<file path="config.mk">
export PLATFORM = sky130hd
export DESIGN_NAME = spi_byte_tx
export DESIGN_NICKNAME = d
export VERILOG_FILES = /design/src/rtl/spi_byte_tx.sv
export SDC_FILE = /design/constraint.sdc
export NUM_CORES = 1
export LEC_CHECK = 0
export ABC_AREA = 0
export ABC_CLOCK_PERIOD_IN_PS = 1900
export CAP_MARGIN = 5
export CORE_UTILIZATION = 40
export DETAILED_ROUTE_END_ITERATION = 10
export SYNTH_ARGS = -nofsm -noshare
export SYNTH_HDL_FRONTEND = slang
export SYNTH_SLANG_ARGS = --single-unit
</file>
<file path="constraint.sdc">
create_clock -name CLK -period 1.9 [get_ports CLK]
set_clock_uncertainty 0.2 [all_clocks]
set_input_delay 0.38 -clock CLK [delete_from_list [all_inputs] [get_ports CLK]]
set_output_delay 0.38 -clock CLK [all_outputs]
set_load 0.01 [all_outputs]
</file>
<file path="src/rtl/spi_byte_tx.sv">
// SPI mode-0 master for single bytes fed by the serial receiver, with a one-byte holding buffer.
// Frame: CS_N low for 18*CLK_DIV cycles, MSB first; a LOAD arriving with the buffer full is dropped and flagged.
module spi_byte_tx #(
  parameter int CLK_DIV = 4,
  parameter int DIV_W   = 8
) (
  input  logic       CLK,
  input  logic       RESET,
  input  logic       LOAD,
  input  logic [7:0] BYTEIN,
  output logic       SCLK,
  output logic       MOSI,
  output logic       CS_N,
  output logic       BUSY,
  output logic       FULL,
  output logic       DONE,
  output logic       OVERRUN
);

  typedef enum logic [2:0] {IDLE, SETUP, SHIFT, HOLD, GAP} state_t;

  localparam logic [DIV_W-1:0] DIV_LAST = DIV_W'(CLK_DIV - 1);

  state_t           state_q, state_d;
  logic [DIV_W-1:0] div_q, div_d;
  logic [3:0]       edge_q, edge_d;
  logic [7:0]       shift_q, shift_d;
  logic [7:0]       buf_q, buf_d;
  logic             full_d, sclk_d, mosi_d, cs_n_d, busy_d, done_d, ovr_d;
  logic             consume;
  logic             half_end;

  always_comb begin
    state_d  = state_q;
    div_d    = div_q;
    edge_d   = edge_q;
    shift_d  = shift_q;
    buf_d    = buf_q;
    full_d   = FULL;
    sclk_d   = SCLK;
    mosi_d   = MOSI;
    cs_n_d   = CS_N;
    done_d   = 1'b0;
    ovr_d    = 1'b0;
    consume  = (state_q == IDLE) && FULL;
    half_end = (div_q == DIV_LAST);

    case (state_q)
      IDLE: begin
        if (FULL) begin
          shift_d = buf_q;
          mosi_d  = buf_q[7];
          cs_n_d  = 1'b0;
          div_d   = '0;
          edge_d  = '0;
          state_d = SETUP;
        end
      end
      SETUP: begin
        div_d = half_end ? '0 : div_q + 1'b1;
        if (half_end) state_d = SHIFT;
      end
      SHIFT: begin
        div_d = half_end ? '0 : div_q + 1'b1;
        if (half_end) begin
          edge_d = edge_q + 4'd1;
          // even edge_q -> rising toggle; odd edge_q -> falling toggle
          if (!edge_q[0]) begin
            sclk_d = 1'b1;
          end else begin
            sclk_d = 1'b0;
            if (edge_q == 4'd15) begin
              state_d = HOLD;
            end else begin
              shift_d = {shift_q[6:0], 1'b0};
              mosi_d  = shift_q[6];
            end
          end
        end
      end
      HOLD: begin
        div_d = half_end ? '0 : div_q + 1'b1;
        if (half_end) begin
          cs_n_d  = 1'b1;
          mosi_d  = 1'b0;
          done_d  = 1'b1;
          state_d = GAP;
        end
      end
      GAP: begin
        div_d = half_end ? '0 : div_q + 1'b1;
        if (half_end) state_d = IDLE;
      end
      default: state_d = IDLE;
    endcase

    // a consume frees the slot in the same cycle, so a coincident LOAD is not an overrun
    if (LOAD) begin
      if (!FULL || consume) begin
        buf_d  = BYTEIN;
        full_d = 1'b1;
      end else begin
        ovr_d = 1'b1;
      end
    end else if (consume) begin
      full_d = 1'b0;
    end

    busy_d = (state_d != IDLE);
  end

  always_ff @(posedge CLK) begin
    if (RESET) begin
      state_q <= IDLE;
      div_q   <= '0;
      edge_q  <= '0;
      shift_q <= '0;
      buf_q   <= '0;
      FULL    <= 1'b0;
      SCLK    <= 1'b0;
      MOSI    <= 1'b0;
      CS_N    <= 1'b1;
      BUSY    <= 1'b0;
      DONE    <= 1'b0;
      OVERRUN <= 1'b0;
    end else begin
      state_q <= state_d;
      div_q   <= div_d;
      edge_q  <= edge_d;
      shift_q <= shift_d;
      buf_q   <= buf_d;
      FULL    <= full_d;
      SCLK    <= sclk_d;
      MOSI    <= mosi_d;
      CS_N    <= cs_n_d;
      BUSY    <= busy_d;
      DONE    <= done_d;
      OVERRUN <= ovr_d;
    end
  end

endmodule
</file>
* After elaboration in Yosys (flattened, before gate mapping)
Cells that the tools add are included.
** Operators by class
- Add/sub/neg operators :: 2
- Multipliers :: 0
- Divide/modulo/power cells :: 0
- Magnitude comparators :: 0
- Eq/ne operators :: 12
- Shift operators :: 0
- Muxes and demuxes :: 34
- Bitwise logic cells :: 2
- Reduce and logical (&&, ||, !) cells :: 21
** Operators by type and width (number)
- $mux 7 :: 4
- $mux 3 :: 7
- $mux 8 :: 2
- $pmux 8 s2 :: 1
- $pmux 3 s5 :: 1
- $pmux 7 s2 :: 1
- $mux 1 :: 13
- $ne 2x2->1 const B :: 5
- $add 8x1->8 const B :: 1
- $eq 8x2->1 const B :: 1
- $mux 4 :: 2
- $pmux 4 s2 :: 1
- $reduce_and 2->1 :: 4
- $reduce_bool 2->1 :: 4
- $eq 3x2->1 const B :: 2
- $reduce_and 3->1 :: 2
- $reduce_and 6->1 :: 1
- $reduce_bool 3->1 :: 2
- $reduce_and 5->1 :: 1
- $add 4x1->4 const B :: 1
- $eq 4x4->1 const B :: 1
- $reduce_or 2->1 :: 2
- $reduce_or 4->1 :: 1
- $eq 3x1->1 const B :: 1
- 9 further kinds :: 10
** Storage, ports and cells
- Bits in registers :: 37
- Latch bits :: 0
- Bits in writable memories :: 0
- ROM bits :: 0
- Bits of input ports :: 11
- Logic and storage cells :: 83
- Memories :: 0

* Depth between registers and ports, before layout
Gate-level depths: netlist of the first run.
- Depth after elaboration :: 6
- Depth in mapped cells :: 6

* Least setup slack after synthesis of the first run
No wires, ideal clock.
- Path type :: register to register
- Start :: reg div_q[0]
- End :: reg edge_q[3]
- Data arrival time :: 1633 ps
- Data required time :: 1614 ps
- Path slack :: -18 ps
- Stages on the path, launching flop included :: 6
- Path through :: dfxtp_1 ha_1 nor4b_4 nand3_2 or3_1 a211oi_1
** On the way
- Word-level cells in the longest chain between the ends :: 3
** Ends and longest elaborated chain
- start: declaration :: line 25 : logic [DIV_W-1:0] div_q, div_d;
- start signal: assignment :: line 128 : div_q <= div_d;
- $eq 8x2->1 :: line 46 : half_end = (div_q == DIV_LAST);
- $ne 2x2->1 (no source line)
- $reduce_and 3->1 (no source line)
- end signal: assignment :: line 129 : edge_q <= edge_d;
- end: declaration :: line 26 : logic [3:0] edge_q, edge_d;
Every way passes these cells.
A chain may end at the register's enable or synchronous reset.

* Worst setup path in the final report of the first run
- Start :: reg state_q[0]
- End :: reg div_q[6]
** On the way
- Word-level cells in the longest chain between the ends :: 4
- Elaborated cells between the ends (all ways) :: 10
- Those cells by class :: 5 x eq/ne; 1 x mux; 4 x reduce/logical
** Ends and longest elaborated chain
- start: declaration :: line 24 : state_t state_q, state_d;
- start signal: assignment :: line 127 : state_q <= state_d;
- $eq 3x3->1, or another cell as far along :: line 48 : case (state_q)
- $reduce_or 4->1 (no source line)
- $reduce_bool 2->1 (no source line)
- $reduce_and 2->1 (no source line)
Several ways; a longest one is shown, not always the timed one.

==> results of run 1 <==
## power by group
part | switching [mW] | internal, mW | leakage (nW) | total (mW)
logic | 0.0872 | 0.0897 | 0.462 | 0.177
clock network | 0.293 | 0.522 | 0.0681 | 0.814
registers | 0.0213 | 0.806 | 0.303 | 0.828
total | 0.401 | 1.42 | 0.833 | 1.82
## state kept, by name, indices dropped and copies added, names as in the netlist
name / cells
state_q: 3
MOSI: 1
SCLK: 1
edge_q: 4
buf_q: 8
div_q: 8
BUSY: 1
OVERRUN: 1
CS_N: 1
FULL: 1
DONE: 1
shift_q: 7
## routing by layer
metal	track usage, %	part of all wire, %
met2	32.0	45
met1	22.7	48
met4	10.4	2.4
met3	4.05	4.4
met5	0	0
## path summary, 6_finish.rpt
kind	from	cells past startpoint	slack, ps	end
max	state_q[0]$_SDFF_PP0_	6	40	div_q[6]$_SDFFE_PP0P_
min	buf_q[3]$_SDFFE_PP0P_	2	260	buf_q[3]$_SDFFE_PP0P_
max reg2reg	state_q[0]$_SDFF_PP0_	6	40	div_q[6]$_SDFFE_PP0P_
min reg2reg	buf_q[3]$_SDFFE_PP0P_	2	260	buf_q[3]$_SDFFE_PP0P_
## metrics by stage
stage	TNS, ps	worst slack (ps)	utilization [%]	power [mW]	std cells
floorplan	0	6.49	-	0.937	196
global placement	0	20.3	50.8	1.01	272
detailed placement	-64.0	-33.8	50.8	1.01	272
CTS	0	9.63	54.5	1.82	282
global route	-268	-72.8	56.1	1.89	285
finish	0	41.9	56.1	1.82	285
## layout make-up
class	instances	area share, %
sequential	37	32.7
inverter	1	0.165
multi-input combinational	144	41.8
timing repair buffer	45	16.7
tap	50	2.75
clock buffer	5	3.02
clock inverter	3	2.86
## kinds of logic after synthesis
kind of cell | count (synthesis)
AOI/OAI and AO/OA | 60
DFF | 37
buffers and inverters | 15
muxes | 8
adders and majority gates | 2
xor gates and xnor gates | 2
and+or+nand+nor | 72
## placed cells by master, fill, tap and decap left out, types with 3 or more instances in the layout
| cell type | synthesis | layout |
|---|---|---|
| nor3_1 | 4 | 4 |
| nor2_1 | 10 | 9 |
| a21oi_1 | 29 | 27 |
| clkdlybuf4s50_1 | 0 | 16 |
| a311oi_1 | 10 | 10 |
| nand3_1 | 20 | 20 |
| nand2_1 | 16 | 16 |
| clkbuf_8 | 0 | 5 |
| dfxtp_1 | 37 | 34 |
| o21ai_0 | 7 | 7 |
| mux2i_1 | 7 | 7 |
| buf_4 | 0 | 27 |
| dfxtp_2 | 0 | 3 |
## synth_stat cells, types with 2 or more instances
| cell type | count |
|---|---|
| a211oi_1 | 3 |
| a21oi_1 | 29 |
| a22oi_1 | 2 |
| a311oi_1 | 10 |
| buf_2 | 4 |
| clkbuf_1 | 10 |
| dfxtp_1 | 37 |
| ha_1 | 2 |
| mux2i_1 | 7 |
| nand2_1 | 16 |
| nand2b_1 | 2 |
| nand3_1 | 20 |
| nand4_1 | 2 |
| nor2_1 | 10 |
| nor2b_1 | 2 |
| nor3_1 | 4 |
| o21ai_0 | 7 |
| or3_1 | 3 |
| xor2_1 | 2 |
## tightest hold or removal path: stages (launching register included)
cell	delay, ps
dfxtp_1	310
nand2_1	50
a21oi_1	50
## repair_timing
item | in CTS | in global routing
resized for setup | 2 | 11
pin swaps | 0 | 4
buffers inserted | 2 | 2
gates cloned | 0 | 1
setup endpoints to repair | 7 | 20
==> results.toml, run 1 <==
[run_status]
run_status = "finished, final reports clean"

[routing]
routed_via_density = 5.57
drcViolationCount = 0
postRouteWirelength_um = 3900
num_vias = 1587
drt_iter0_markers = 85
drt-pass1-iter-count = 4
final_antenna_net_count = 0
wl_per_cell_um = 13.7

[synth]
synth_top_area_share_pct = 43.3
postSynth.asyncResetShare_pct = 0
mappedNetlistArea_um2 = 1710
synth.area.top_cells = "dfxtp_1 43%, a21oi_1 8.5%, nand3_1 5.9%"
synth-simple-area-share_pct = 23.5
yosys.area_share.xor_xnor_pct = 1.02
syn_inst = 196
synth_area_per_cell_um2 = 8.73
synth-seq-area-share_pct = 43.3
synth_top_family_by_area = "simple AND/OR/NAND/NOR gates"
synth_compound_area_share_pct = 22.4
synth_fp_nets = 209
synthMuxAreaShare_pct = 4.75
ys_seq_elements = 37
synthAdderAreaFrac_pct = 1.46
synth_ff_type = "dfxtp_1"
synthDistinctLibCells = 43
synth_warnings = 0
synth_edf_count = 0
yosys.area.top_type = "dfxtp_1"

[clock_tree]
cts.clk_slew.worst_paths_ps = 80
ctsHoldBuffers = 0
clock_path_buffers = 2
htreeDepth = 2
ctsRootBufferMaster = "clkbuf_8"
cts_buffers = 5
clock-sinks = 37
worstSkewPairLatency_ps = 300
cts_tree = "done"

[floorplanning]
dieArea_um2 = 4540
io_pins = 18
die_width_um = 67.4
core_area_um2 = 4060
fp.dieH_um = 67.4
initial_core_util_pct = 42.2
rows = 23

[worst_setup_path]
cp.buffers_inverters = 2
path_max_fanout = 9
crit_type = "reg2reg"
worstSetupEndpointType = "flop"
setup.worst_path.start_class = "flop"
path_delay_family = "compound AO/OA/AOI/OAI gates"
critical_path.most_common_cell = "buf_4"
cp_cell_sequence = "buf_4 > nor3_1 > a211oi_2 > buf_4 > a41oi_1 > a311oi_1"
max_stage_delay_ps = 520
cpMaxStageDelayCell = "dfxtp_1"
worst-endpoint-arrival_ps = 1860
cp.required_ps = 1900

[sta]
fmax_mhz = 538
grt_setup_unrepaired = "yes"
fin_crit_ps = 1860
worstMarginPinSlew_ps = 441
maxSlewViolCount = 0
slew_headroom_pct = 70.6
setup-violations-final = 0
whs_ps = 259
min_period_over_period_pct = 97.8
final_hold_viol_count = 0

[hold_path]
hp-class = "reg2reg"

[layout]
nFillCells = 363
num_antenna_cells = 0
seqCellArea_um2 = 744
area_growth_pct = 33.1
final_area_um2 = 2280
nets = 247
multi_input_area_um2 = 952
drive_above_1_share_pct = 25.1

[power_and_ir_drop]
p_per_area_nw_per_um2 = 799
irDropWorstVdd_mv = 0.415
leakage_nw = 0.833

[global_routing]
grt_pass1_vias = 1504
grt_max_degree = 15
grt_usage_pct = 19.1
grt_pass1_wl_um = 6430
overflow = 0
antenna_found_initial = 0

[placement]
gp_congestion = 0.884
dpl_cell_area_um2 = 2060
place_hpwl_um = 2790
buffer_ports.inserted = 17

[run]
max-cap-violations = 0
Power figures use the tool's default switching activity.
==> run 2, diff against run 1 <==
--- a/config.mk
+++ b/config.mk
@@ -9,7 +9,9 @@
 export ABC_CLOCK_PERIOD_IN_PS = 1900
 export CAP_MARGIN = 5
 export CORE_UTILIZATION = 40
+export CTS_CLUSTER_SIZE = 30
 export DETAILED_ROUTE_END_ITERATION = 10
+export GPL_TIMING_DRIVEN = 0
 export SYNTH_ARGS = -nofsm -noshare
 export SYNTH_HDL_FRONTEND = slang
 export SYNTH_SLANG_ARGS = --single-unit
==> results.toml, run 2 (synthesis results as in run 1) <==
[layout]
drive_above_1_share_pct = 21.7
finish.utilization_pct = 54.5
layout_common_cells = "32 x dfxtp_1, 29 x a21oi_1, 20 x nand3_1, 16 x nand2_1, 16 x clkdlybuf4s50_1"
area_growth_pct = 29.2
largestRegisters = "buf_q: 8 flops, div_q: 8 flops, shift_q: 7 flops"
num_antenna_cells = 0
final_area_um2 = 2210
layout_commonest_cell = "dfxtp_1"
nets = 238

[worst_setup_path]
path_max_fanout = 5
worstSetupEndpointType = "flop"
r2r_end = "state_q[0]$_SDFF_PP0_"
cp.required_ps = 1910
crit_type = "reg2reg"
setup.worst_path.start_class = "flop"
worst-endpoint-arrival_ps = 1930
timing.rr.start = "div_q[1]$_SDFFE_PP0P_"
reg2regPathDepth = 6
rrSetupSlack_ps = -20

[routing]
final_antenna_net_count = 0
drt_iter0_markers = 128
postRouteWirelength_um = 4220
wl_per_cell_um = 15.3
drcViolationCount = 0
num_vias = 1600
routed_via_density = 5.80
drt-pass1-iter-count = 5

[power_and_ir_drop]
irDropWorstVdd_mv = 0.465
switchingPower_uw = 403
clockPowerShare_pct = 41.8
power_frac_seq_pct = 48.2
p_per_area_nw_per_um2 = 777
p_sw_share_pct = 23.5
power.internal_mw = 1.31
leakage_nw = 0.764
comb_power_share_pct = 10.0

[sta]
grt_setup_unrepaired = "yes"
fin_crit_ps = 1920
setup-violations-final = 1
maxSlewViolCount = 0
setup_ws_ps = -23.1
final_hold_viol_count = 0
fmax_mhz = 520
slew_headroom_pct = 61.1
worstMarginPinSlew_ps = 583
min_period_over_period_pct = 101

[clock_tree]
ctsHoldBuffers = 0
worstSkewPairLatency_ps = 300
htreeDepth = 2
clock_path_buffers = 2
cts.clk_slew.worst_paths_ps = 80
cts_tree = "done"
clock-sinks = 37
cts_buffers = 5
ctsRootBufferMaster = "clkbuf_8"

[floorplanning]
rows = 23
dieArea_um2 = 4540
io_pins = 18
core_area_um2 = 4060
initial_core_util_pct = 42.2
die_width_um = 67.4
fp.dieH_um = 67.4

[run_status]
run_status = "finished, violations left"
failed_checks = "setup timing"

[placement]
dpl_cell_area_um2 = 1940
gp_congestion = 0.838
place_hpwl_um = 2780
buffer_ports.inserted = 16

[global_routing]
grt_usage_pct = 19.6
overflow = 0
antenna_found_initial = 0
grt_max_degree = 13
grt_pass1_wl_um = 6530
grt_pass1_vias = 1371

[hold_path]
hp-class = "reg2reg"
whs_endpoint = "SCLK$_SDFFE_PP0P_"
min_path_cells = 2
hold_path.startpoint = "SCLK$_SDFFE_PP0P_"

[run]
max-cap-violations = 0
-- run 2: repair_timing --
item / CTS / global route
cloned: 1 / 1
gates resized for setup: 16 / 20
pin swaps: 2 / 15
buffers inserted: 2 / 3
setup endpoints to repair: 24 / 32
-- run 2: layer usage --
metal	GRT usage, %	vias to the layer above	wire [um]
li1	-	792	-
met5	0	-	0
met3	4.05	12	176
met2	29.3	40	2000
met1	26.4	756	1920
met4	10.4	0	114
-- run 2: how the worst max path moves through the flow --
| stage | startpoint | endpoint | cells after the start |
|---|---|---|---|
| 3_3_place_gp | RESET | edge_q[2]$_SDFFE_PP0P_ | 4 |
| 6_report | div_q[1]$_SDFFE_PP0P_ | state_q[0]$_SDFF_PP0_ | 6 |
| 4_1_cts | div_q[1]$_SDFFE_PP0P_ | state_q[0]$_SDFF_PP0_ | 6 |
| 2_1_floorplan | div_q[1]$_SDFFE_PP0P_ | edge_q[3]$_SDFFE_PP0P_ | 5 |
| 3_5_place_dp | RESET | edge_q[2]$_SDFFE_PP0P_ | 4 |
| 5_1_grt | div_q[1]$_SDFFE_PP0P_ | state_q[0]$_SDFF_PP0_ | 6 |
-- run 2: layout make-up --
type / count / area [um2]
timing repair buffer: 22 / 206
clock inverter: 2 / 37.5
sequential: 37 / 749
inverter: 1 / 3.75
multi-input combinational: 145 / 988
fill: 373 / 1850
clock buffer: 6 / 82.6
buffer: 13 / 78.8
tap: 50 / 62.6
-- run 2: metrics by stage --
step	setup TNS, ps	std cells	hold WS [ps]	total power [mW]	setup slack (ps)
finish	-23.1	276	259	1.72	-23.1
detailed placement	-8760	262	256	0.997	-358
global route	-576	276	279	1.78	-105
global placement	-7720	262	242	0.992	-312
CTS	-40.7	273	266	1.72	-22.8
floorplan	0	196	236	0.937	6.49
-- run 2: power by group through the flow --
stage	registers (mW)	clock network, mW	logic [mW]
after global placement	0.842	0	0.149
after CTS	0.827	0.733	0.163
final	0.827	0.717	0.172
after floorplan	0.841	0	0.0963
after global routing	0.830	0.763	0.190
after detailed placement	0.844	0	0.154
-- run 2: worst max-delay path, stage by stage, from the launching register on --
cell and delay [ps]:
dfxtp_4 370, ha_4 140, nor4b_4 240, buf_6 180, nand2_4 60, or3b_4 400, a311oi_2 240
